--- src/rtl/dup_word_filter_if.sv ---
// Stream bundle between the upstream producer, dup_word_filter and its consumer.
//
// Handshake: a word moves on a side exactly in a cycle where that side's
// valid and ready are both high at the rising clock edge. A source holds
// valid and data steady until the transfer happens. in_ready never depends
// on in_valid.
interface dup_word_filter_if #(
    parameter int WIDTH = 4
) ();
    logic             in_valid;
    logic             in_ready;
    logic [WIDTH-1:0] in_data;
    logic             out_valid;
    logic             out_ready;
    logic [WIDTH-1:0] out_data;

    // Producer/consumer side (drives the input word and the output ready)
    modport master (
        output in_valid, in_data, out_ready,
        input  in_ready, out_valid, out_data
    );

    // Filter side
    modport slave (
        input  in_valid, in_data, out_ready,
        output in_ready, out_valid, out_data
    );
endinterface

--- src/rtl/dup_word_filter.sv ---
// Duplicate-word filter: drops any input word equal to one of the last DEPTH
// distinct words forwarded, registers survivors on the output, and keeps a
// saturating count of the dropped words.
module dup_word_filter #(
    parameter int  WIDTH = 4,
    parameter int  DEPTH = 4,
    parameter int  CNTW  = 8,
    localparam int PW    = (DEPTH > 1) ? $clog2(DEPTH) : 1
) (
    input  logic             clk,
    input  logic             rst_n,
    input  logic             flush,
    dup_word_filter_if.slave bus,
    output logic             dup_pulse,
    output logic [CNTW-1:0]  drop_count,
    output logic             dbg_state,
    output logic [PW-1:0]    dbg_wp
);

    typedef enum logic {
        ST_EMPTY = 1'b0,
        ST_FULL  = 1'b1
    } out_state_t;

    out_state_t        state_q, state_d;
    logic [WIDTH-1:0]  out_data_q;
    logic [WIDTH-1:0]  hist_data [DEPTH];
    logic [DEPTH-1:0]  hist_vld;
    logic [PW-1:0]     wp;
    logic [PW-1:0]     wr_idx;
    logic [PW-1:0]     wp_nxt;
    logic              hit;
    logic              accept;
    logic              unique_acc;
    logic              dup_acc;

    assign bus.out_valid = (state_q == ST_FULL);
    assign bus.out_data  = out_data_q;
    assign bus.in_ready  = !bus.out_valid || bus.out_ready;
    assign accept        = bus.in_valid && bus.in_ready;

    // Parallel compare against every live history entry (pre-update contents)
    always_comb begin
        hit = 1'b0;
        for (int i = 0; i < DEPTH; i++) begin
            if (hist_vld[i] && (hist_data[i] == bus.in_data)) begin
                hit = 1'b1;
            end
        end
    end

    // A flush empties the history, so a word accepted alongside it is unique
    assign dup_acc    = accept && hit && !flush;
    assign unique_acc = accept && !dup_acc;

    // Flush rewinds the write slot to 0 for a same-cycle write
    always_comb begin
        wr_idx = flush ? '0 : wp;
        wp_nxt = (DEPTH == 1) ? '0 : wr_idx + PW'(1);
    end

    // Output register state: next-state decode
    always_comb begin
        state_d = state_q;
        case (state_q)
            ST_EMPTY: if (unique_acc) state_d = ST_FULL;
            ST_FULL: begin
                if (unique_acc)         state_d = ST_FULL;
                else if (bus.out_ready) state_d = ST_EMPTY;
            end
            default: state_d = ST_EMPTY;
        endcase
    end

    // Output register state, held word, drop pulse and drop counter
    always_ff @(posedge clk or negedge rst_n) begin
        if (!rst_n) begin
            state_q    <= ST_EMPTY;
            out_data_q <= '0;
            dup_pulse  <= 1'b0;
            drop_count <= '0;
        end else begin
            state_q   <= state_d;
            dup_pulse <= dup_acc;
            if (unique_acc) out_data_q <= bus.in_data;
            if (dup_acc && (drop_count != {CNTW{1'b1}})) begin
                drop_count <= drop_count + CNTW'(1);
            end
        end
    end

    // History valid bits and FIFO write pointer (oldest entry overwritten first)
    always_ff @(posedge clk or negedge rst_n) begin
        if (!rst_n) begin
            hist_vld <= '0;
            wp       <= '0;
        end else begin
            if (flush) begin
                hist_vld <= '0;
                wp       <= '0;
            end
            if (unique_acc) begin
                hist_vld[wr_idx] <= 1'b1;
                wp               <= wp_nxt;
            end
        end
    end

    // History words; only meaningful where the valid bit is set
    always_ff @(posedge clk) begin
        if (unique_acc) hist_data[wr_idx] <= bus.in_data;
    end

    assign dbg_state = (state_q == ST_FULL);
    assign dbg_wp    = wp;

endmodule

--- src/flat_wrapper.sv ---
// flat-port wrapper written by rule: the top's interface ports become plain ports
module dup_word_filter_flat 
#(
    parameter int  WIDTH = 4,
    parameter int  DEPTH = 4,
    parameter int  CNTW  = 8,
    localparam int PW    = (DEPTH > 1) ? $clog2(DEPTH) : 1
)
  (clk, rst_n, flush, dup_pulse, drop_count, dbg_state, dbg_wp, bus_in_valid, bus_in_data, bus_out_ready, bus_in_ready, bus_out_valid, bus_out_data);
  dup_word_filter_if #(.WIDTH(WIDTH)) bus_i ();
  input  logic clk;
  input  logic rst_n;
  input  logic flush;
  output logic dup_pulse;
  output logic [CNTW-1:0] drop_count;
  output logic dbg_state;
  output logic [PW-1:0] dbg_wp;
  input wire logic [$bits(bus_i.in_valid)-1:0] bus_in_valid;
  input wire logic [$bits(bus_i.in_data)-1:0] bus_in_data;
  input wire logic [$bits(bus_i.out_ready)-1:0] bus_out_ready;
  output wire logic [$bits(bus_i.in_ready)-1:0] bus_in_ready;
  output wire logic [$bits(bus_i.out_valid)-1:0] bus_out_valid;
  output wire logic [$bits(bus_i.out_data)-1:0] bus_out_data;
  assign bus_i.in_valid = bus_in_valid;
  assign bus_i.in_data = bus_in_data;
  assign bus_i.out_ready = bus_out_ready;
  assign bus_in_ready = bus_i.in_ready;
  assign bus_out_valid = bus_i.out_valid;
  assign bus_out_data = bus_i.out_data;
  dup_word_filter #(.WIDTH(WIDTH), .DEPTH(DEPTH), .CNTW(CNTW)) u_core (.clk(clk), .rst_n(rst_n), .flush(flush), .bus(bus_i), .dup_pulse(dup_pulse), .drop_count(drop_count), .dbg_state(dbg_state), .dbg_wp(dbg_wp));
endmodule
--- config.mk ---
export PLATFORM = sky130hd
export DESIGN_NAME = dup_word_filter_flat
export DESIGN_NICKNAME = d
export VERILOG_FILES = /design/src/rtl/dup_word_filter_if.sv /design/src/rtl/dup_word_filter.sv /design/src/flat_wrapper.sv
export SDC_FILE = /design/constraint.sdc
export NUM_CORES = 1
export LEC_CHECK = 0
export BUFFER_PORTS_ARGS = -buffer_cell sky130_fd_sc_hd__buf_2
export CORE_ASPECT_RATIO = 1.1
export CORE_MARGIN = 2
export CORE_UTILIZATION = 45
export CTS_CLUSTER_DIAMETER = 100
export DETAILED_ROUTE_END_ITERATION = 8
export PLACE_DENSITY = 0.68
export SETUP_SLACK_MARGIN = 0.05
export SYNTH_ARGS = -nofsm -noshare
export SYNTH_HDL_FRONTEND = slang
export SYNTH_SLANG_ARGS = --single-unit
--- constraint.sdc ---
create_clock -name clk -period 4.28 [get_ports clk]
set_input_delay 0.214 -clock clk [delete_from_list [all_inputs] [get_ports clk]]
set_output_delay 0.214 -clock clk [all_outputs]
set_load 0.01 [all_outputs]
==> qor.json, run 1 <==
{
  "clock_tree.buffer_depth": 2,
  "clock-root-buffer": "sky130_fd_sc_hd__clkbuf_8",
  "route.detailed.wl_per_inst_um": 14.54,
  "p_switching_uw": 180.4,
  "rsz0062_at_grt": "false",
  "top_usage_layer": "met2",
  "core_area_um2": 3684,
  "postSynth.topFlopCell": "sky130_fd_sc_hd__dfrtp_1",
  "synthDistinctLibCells": 32,
  "netlist_instances": 127,
  "post-synth-top-area-fraction_pct": 28.76,
  "synthDominantAreaCellType": "sky130_fd_sc_hd__dfrtp_1",
  "run_status": "completed",
  "worst_slew_margin_rel_pct": 68.64,
  "design_power_total_uw": 720.7,
  "boundaryPins": 27,
  "drt_iter0_markers": 35,
  "post-place-cells": 196,
  "post-cts-setup-buffers": 0,
  "cts_made_buffers": 5,
  "max_slew.worst_pin.slew_ns": 0.4703,
  "critical_path_class": "register to register",
  "post_synth_instance_area_um2": 1740,
  "stdcell_area_um2": 1959,
  "tritoncts_num_sinks": 36,
  "cp-start-kind": "register",
  "post-route-min-period_ns": 2.001,
  "start_util_pct": 47.25,
  "synth.area.top_cells": "sky130_fd_sc_hd__dfrtp_1 29%, sky130_fd_sc_hd__edfxtp_1 28%, sky130_fd_sc_hd__xor2_1 6.5%",
  "drt_wl_total_um": 2981,
  "maxSlewViolCount": 0,
  "power.static_leakage_nw": 0.8737,
  "seqPwrFrac_pct": 55.5,
  "routabilityCongestion": 0.7459,
  "critical_path_peak_fanout": 13,
  "drive_above_1_share_pct": 27.74,
  "vias_per_cell": 5.039,
  "dieArea_um2": 4382,
  "antenna-diode-count": 0,
  "p_comb_share_pct": 13.5,
  "die-width_um": 63.30,
  "placedInstanceArea_um2": 1869,
  "wire_length_of_the_first_global_routing_pass_um": 5140,
  "power_switching_share_pct": 25.03,
  "max-cap-violations": 0,
  "finalWorstSetupSlack_ns": 2.279,
  "finalClockSkew_ns": 0.004173,
  "post_synth_most_frequent_cells": "20 x sky130_fd_sc_hd__dfrtp_1, 16 x sky130_fd_sc_hd__edfxtp_1, 13 x sky130_fd_sc_hd__xor2_1",
  "yosys.cell_count.top_type": "sky130_fd_sc_hd__dfrtp_1",
  "end_kind": "register",
  "synth-seq-cells": 36,
  "routed-via-count": 1033,
  "cts_tree": "built",
  "total_of_endpoints_with_negative_setup_slack_in_the_final_report": 0,
  "synth_edf_count": 16,
  "cts.clk_slew.worst_paths_ns": 0.07,
  "dp_worst_setup_slack_ns": 2.230,
  "crit_required_ns": 4.26,
  "clock_latency_ns": 0.28,
  "ys_async_sr_fraction_pct": 55.56,
  "clockPowerShare_pct": 31.0,
  "syn_to_final_growth_pct": 12.58,
  "maximum_number_of_pins_on_one_net_before_global_route_repair": 21,
  "die_height_um": 69.23,
  "vdd_drop_max_v": 0.0001916,
  "drt_pre_antenna_iters": 4,
  "htreeDepth": 2,
  "io_buffers": 26,
  "design.final.nets": 168,
  "hp-class": "primary input to register",
  "grt_pass1_vias": 1060,
  "grt_overflow": 0,
  "groute.layer.met3.usage_pct": 4.383,
  "cts_resized": 0,
  "number_of_antenna_violations_at_the_first_check_in_global_routing": 0,
  "power_density_relative_to_cell_area_nw_per_um2": 367.8,
  "finalCritPeriodShare_pct": 46.76,
  "post_layout_cell_count": 205,
  "hold_violations": 0,
  "hold_ws_ns": 0.1968,
  "post-dp-hpwl_um": 2164,
  "regToRegSetupSlack_ns": 2.28,
  "synth-warning-count": 0,
  "grt.met1_usage_pct": 18.47,
  "fmax_mhz": 499.7,
  "cellInternalPower_uw": 540.3,
  "ant_nets": 0,
  "ys_seq_area_share_pct": 56.36,
  "cts.hold.buffers_added": 1,
  "grt.total_usage_pct": 15.48,
  "gr-usage-met2_pct": 25.77,
  "setup_total_negative_slack_ns": 0,
  "placementRows": 23,
  "timing.critical_path.arrival_ns": 1.98,
  "synth_area_per_cell_um2": 13.70,
  "mappedNetlistNets": 141,
  "postLayoutCoreUtil_pct": 53.19,
  "route.detailed.drc": 0
}
==> flip-flops by register name, indices dropped and copies added (netlist names) <==
name	cells
u_core.bus.out_data	4
u_core.bus.out_valid	1
u_core.dbg_wp	2
u_core.drop_count	8
u_core.dup_pulse	1
u_core.hist_data	16
u_core.hist_vld	4
==> cell usage in the layout, fill, tap and decap left out, types with 3 or more instances in the layout <==
cell,count
sky130_fd_sc_hd__a22o_1,4
sky130_fd_sc_hd__and2_1,5
sky130_fd_sc_hd__buf_2,26
sky130_fd_sc_hd__clkbuf_8,5
sky130_fd_sc_hd__dfrtp_1,20
sky130_fd_sc_hd__edfxtp_1,16
sky130_fd_sc_hd__ha_1,5
sky130_fd_sc_hd__mux2_1,4
sky130_fd_sc_hd__nand2_1,10
sky130_fd_sc_hd__nand3_1,5
sky130_fd_sc_hd__nor3_1,3
sky130_fd_sc_hd__xnor2_1,10
sky130_fd_sc_hd__xor2_1,13
==> metal layers <==
layer / vias to the layer above / routed length, um
met1: 507 / 1304
met2: 23 / 1493
met5: - / 0
li1: 497 / -
met4: 0 / 55
met3: 6 / 128
==> path summary, 6_finish.rpt <==
| check | depth (start not counted) | end | start |
|---|---|---|---|
| setup / recovery | 6 | u_core.hist_data[3][2] | u_core.hist_data[3][3] |
| hold / removal | 3 | u_core.bus.out_valid | bus_in_valid |
| setup reg to reg | 6 | u_core.hist_data[3][2] | u_core.hist_data[3][3] |
| hold reg to reg | 1 | u_core.bus.out_data[0] | u_core.bus.out_data[0] |
| max in group asynchronous | 2 | u_core.hist_vld[1] | rst_n |
| min in group asynchronous | 2 | u_core.bus.out_data[1] | rst_n |
==> power by group through the flow <==
stage                     clock, mW  combinational [mW]  sequential, mW
after floorplan                   0              0.0596           0.412
after global placement            0              0.0950           0.407
after detailed placement          0              0.0979           0.407
after CTS                     0.231              0.0992           0.400
after global routing          0.246               0.108           0.402
final                         0.224              0.0972           0.400
==> cell families (layout without fill, tap and decap cells) <==
group / after synthesis / in the layout / synth area share [%]
simple gates: 35 / 35 / 13.52
compound gates: 10 / 10 / 5.319
buf+inv: 11 / 39 / 4.744
xor+xnor: 23 / 23 / 11.57
mux: 7 / 7 / 4.888
flops: 36 / 36 / 56.36
fa+ha+maj: 5 / 5 / 3.595
==> final cells by class <==
cell class                 count  area [um^2]
sequential                    36        980.9
clock buffer                   7        76.32
inverter                       3        11.26
multi-input combinational     80        676.9
timing repair buffer          28        147.6
clock inverter                 1        3.754
tap                           50        62.56
fill                         344         1724
==> worst max-delay path, cell delays in order, from the launching register on <==
cell and delay, ns:
sky130_fd_sc_hd__edfxtp_1 0.40, sky130_fd_sc_hd__xor2_1 0.20, sky130_fd_sc_hd__nor4_2 0.08, sky130_fd_sc_hd__a311oi_2 0.25, sky130_fd_sc_hd__buf_4 0.26, sky130_fd_sc_hd__o21a_4 0.25
sky130_fd_sc_hd__and2_1 0.26
Power figures use the tool's default switching activity.
==> run 2, diff against run 1 <==
--- a/config.mk
+++ b/config.mk
@@ -11,7 +11,7 @@
 export CORE_UTILIZATION = 45
 export CTS_CLUSTER_DIAMETER = 100
 export DETAILED_ROUTE_END_ITERATION = 8
-export PLACE_DENSITY = 0.68
+export PLACE_DENSITY = 0.7
 export SETUP_SLACK_MARGIN = 0.05
 export SYNTH_ARGS = -nofsm -noshare
 export SYNTH_HDL_FRONTEND = slang
==> constraint.sdc (replaced) <==
create_clock -name clk -period 1.8 [get_ports clk]
set_input_delay 0.09 -clock clk [delete_from_list [all_inputs] [get_ports clk]]
set_output_delay 0.09 -clock clk [all_outputs]
set_load 0.01 [all_outputs]
==> qor.json, run 2 (same netlist as run 1, synthesis figures left out) <==
{
  "clock_tree.buffer_depth": {"value": 2, "change": "unchanged"},
  "largest_register": "u_core.hist_data",
  "die-width": {"value": 63.30, "unit": "um", "change": "unchanged"},
  "grt_overflow": {"value": 0, "change": "unchanged"},
  "nFillCells": {"value": 307, "change": "-11%"},
  "drt_iter0_markers": {"value": 19, "change": "-46%"},
  "design.final.nets": {"value": 181, "change": "+7.7%"},
  "route.detailed.wl_per_inst": {"value": 15.41, "unit": "um", "change": "+6.0%"},
  "critical_path_class": "register to register",
  "maxSlewViolCount": {"value": 0, "change": "unchanged"},
  "placedInstanceArea": {"value": 1914, "unit": "um^2", "change": "+2.4%"},
  "maximum_number_of_pins_on_one_net_before_global_route_repair": {"value": 21, "change": "unchanged"},
  "fmax": {"value": 535.1, "unit": "MHz", "change": "+7.1%"},
  "dieArea": {"value": 4382, "unit": "um^2", "change": "unchanged"},
  "routabilityCongestion": {"value": 0.7774, "change": "+4.2%"},
  "clock_latency": {"value": 0.28, "unit": "ns", "change": "about the same"},
  "hp-class": "primary input to register",
  "largest_register_ffs": {"value": 16, "change": "unchanged"},
  "layout_commonest_cell": "sky130_fd_sc_hd__buf_2",
  "cts_tree": "built",
  "layout.cells.most_common_list": "26 x sky130_fd_sc_hd__buf_2, 20 x sky130_fd_sc_hd__dfrtp_1, 16 x sky130_fd_sc_hd__edfxtp_1",
  "route.detailed.drc": {"value": 0, "change": "unchanged"},
  "antenna-diode-count": {"value": 0, "change": "unchanged"},
  "routed-via-count": {"value": 1084, "change": "+4.9%"},
  "crit_required": {"value": 1.96, "unit": "ns", "change": "-2.30 ns"},
  "critical_path_peak_fanout": {"value": 6, "change": "-7"},
  "drt_pre_antenna_iters": {"value": 4, "change": "unchanged"},
  "grt.total_usage": {"value": 16.03, "unit": "%", "change": "+0.56 points"},
  "max-cap-violations": {"value": 0, "change": "unchanged"},
  "core_area": {"value": 3684, "unit": "um^2", "change": "unchanged"},
  "sequential_cell_area": {"value": 980.9, "unit": "um^2", "change": "unchanged"},
  "multiInputGateArea": {"value": 788.3, "unit": "um^2", "change": "+16%"},
  "count_of_buffering_cells_on_the_critical_path_with_inverters_included": {"value": 1, "change": "unchanged"},
  "cp_cell_sequence": "xnor2_1, nand2_1, nor4_4, a311oi_4, o21a_4, buf_6, mux2_4",
  "timing.critical_path.slowest_stage_cell": "sky130_fd_sc_hd__edfxtp_1",
  "wire_length_of_the_first_global_routing_pass": {"value": 5437, "unit": "um", "change": "+5.8%"},
  "syn_to_final_growth_pct": 27.97,
  "dp_worst_setup_slack": {"value": -0.07002, "unit": "ns", "change": "-2.300 ns"},
  "htreeDepth": {"value": 2, "change": "unchanged"},
  "run_status": "finished, violations left",
  "drt_wl_total": {"value": 3359, "unit": "um", "change": "+13%"},
  "boundaryPins": {"value": 27, "change": "unchanged"},
  "cts_made_buffers": {"value": 5, "change": "unchanged"},
  "hold_violations": {"value": 0, "change": "unchanged"},
  "post-place-cells": {"value": 202, "change": "+3.1%"},
  "cts.clk_slew.worst_paths": {"value": 0.08, "unit": "ns", "change": "about the same"},
  "worst_slew_margin_rel": {"value": 69.37, "unit": "%", "change": "+0.73 points"},
  "total_of_endpoints_with_negative_setup_slack_in_the_final_report": {"value": 22, "change": "+22"},
  "finalClockSkew": {"value": 0.009164, "unit": "ns", "change": "+0.004991 ns"},
  "number_of_antenna_violations_at_the_first_check_in_global_routing": {"value": 0, "change": "unchanged"},
  "start_util": {"value": 47.25, "unit": "%", "change": "unchanged"},
  "finalWorstSetupSlack": {"value": -0.06886, "unit": "ns", "change": "-2.348 ns"},
  "timing.critical_path.arrival": {"value": 2.03, "unit": "ns", "change": "+0.05 ns"},
  "tritoncts_num_sinks": {"value": 36, "change": "unchanged"},
  "end_kind": "register",
  "post-dp-hpwl": {"value": 2282, "unit": "um", "change": "+5.4%"},
  "max_slew.worst_pin.slew": {"value": 0.4595, "unit": "ns", "change": "-0.01086 ns"},
  "cp_top_family": "simple AND/OR/NAND/NOR gates",
  "design_power_total": {"value": 1.933, "unit": "mW", "change": "+170%"},
  "die_height": {"value": 69.23, "unit": "um", "change": "unchanged"},
  "post-route-min-period": {"value": 1.869, "unit": "ns", "change": "-0.1323 ns"},
  "vias_per_cell": {"value": 4.972, "change": "-1.3%"},
  "clock-root-buffer": "sky130_fd_sc_hd__clkbuf_8",
  "io_buffers": {"value": 26, "change": "unchanged"},
  "vdd_drop_max": {"value": 0.0006519, "unit": "V", "change": "+240%"},
  "largest_registers": "u_core.hist_data (16), u_core.drop_count (8)",
  "drive_above_1_share": {"value": 42.86, "unit": "%", "change": "+15 points"},
  "grt_pass1_vias": {"value": 1137, "change": "+7.3%"},
  "placementRows": {"value": 23, "change": "unchanged"},
  "finalCritPeriodShare": {"value": 103.8, "unit": "%", "change": "+57 points"},
  "cp-start-kind": "register",
  "power.static_leakage": {"value": 1.001, "unit": "nW", "change": "+15%"},
  "power_density_relative_to_cell_area": {"value": 868.1, "unit": "nW/um^2", "change": "+140%"},
  "setup_total_negative_slack": {"value": -0.5698, "unit": "ns", "change": "-0.5698 ns"},
  "ant_nets": {"value": 0, "change": "unchanged"},
  "rsz0062_at_grt": "true",
  "stdcell_area": {"value": 2227, "unit": "um^2", "change": "+14%"},
  "violations": "setup timing",
  "post_layout_cell_count": {"value": 218, "change": "+6.3%"},
  "maximum_cell_stage_delay_along_the_critical_path": {"value": 0.38, "unit": "ns", "change": "-0.02 ns"}
}
==> run 2: cell count changes in the layout (fill, tap and decap cells not counted), sizes merged <==
cell,change
o21a,+1
buf,+12
bufinv,+1
clkbuf,-1
==> run 2: worst reg2reg max path, stage by stage (launching register included) <==
cell and delay (ns):
sky130_fd_sc_hd__edfxtp_1 0.38, sky130_fd_sc_hd__xnor2_1 0.18, sky130_fd_sc_hd__nand2_1 0.11, sky130_fd_sc_hd__nor4_4 0.33
sky130_fd_sc_hd__a311oi_4 0.08, sky130_fd_sc_hd__o21a_4 0.27, sky130_fd_sc_hd__buf_6 0.12, sky130_fd_sc_hd__mux2_4 0.29
==> run 2: final cells by class <==
cell class                      count  share of cell area (%)
Tap cell                           50                   2.809
Clock inverter                      2                   1.573
Clock buffer                        6                   3.258
Inverter                            3                  0.5056
Timing Repair Buffer               40                   12.42
Multi-Input combinational cell     81                   35.39
Sequential cell                    36                   44.04
==> run 2: through the flow <==
| stage | utilization (%) | hold WS [ns] |
|---|---|---|
| detailed placement | 51.97 | 0.06631 |
| finish | 60.46 | 0.04946 |
| CTS | 56.56 | 0.04457 |
| global route | 60.46 | 0.07593 |
| floorplan | - | -0.2056 |
| global placement | 51.97 | 0.05772 |
==> run 2: path summary, 6_finish.rpt <==
path	cells after the start	slack, ns	from	to
max in group asynchronous	2	1.19	rst_n	u_core.bus.out_data[3]
worst min-delay path	3	0.05	bus_in_valid	u_core.bus.out_valid
worst max register to register	7	-0.07	u_core.hist_data[3][2]	u_core.dbg_wp[1]
worst min register to register	1	0.50	u_core.bus.out_data[0]	u_core.bus.out_data[0]
worst max-delay path	7	-0.07	u_core.hist_data[3][2]	u_core.dbg_wp[1]
min in group asynchronous	2	0.28	rst_n	u_core.drop_count[0]
==> run 2: timing repair <==
| action | CTS | global route |
|---|---|---|
| buffers inserted | 3 | 3 |
| setup endpoints to repair | 22 | 34 |
| hold buffers | 1 | 0 |
| pin swaps | 3 | 18 |
| gates resized for setup | 7 | 21 |
| endpoints found under the hold margin | 20 | 0 |
| cloned | 0 | 1 |
==> run 2: report_power, final <==
part | total (mW) | internal (mW) | switching (mW)
clock | 0.686 | 0.411 | 0.275
combinational | 0.293 | 0.137 | 0.155
sequential | 0.955 | 0.915 | 0.0404
==> run 2: metal layers <==
metal	wire length, um	global-route usage (%)	part of all wire (%)	vias to the layer above
li1	-	-	-	523
met2	1807	27.30	54	20
met5	0	0	0	-
met3	101	3.247	3.0	4
met1	1408	19.87	42	537
met4	41	6.522	1.2	0
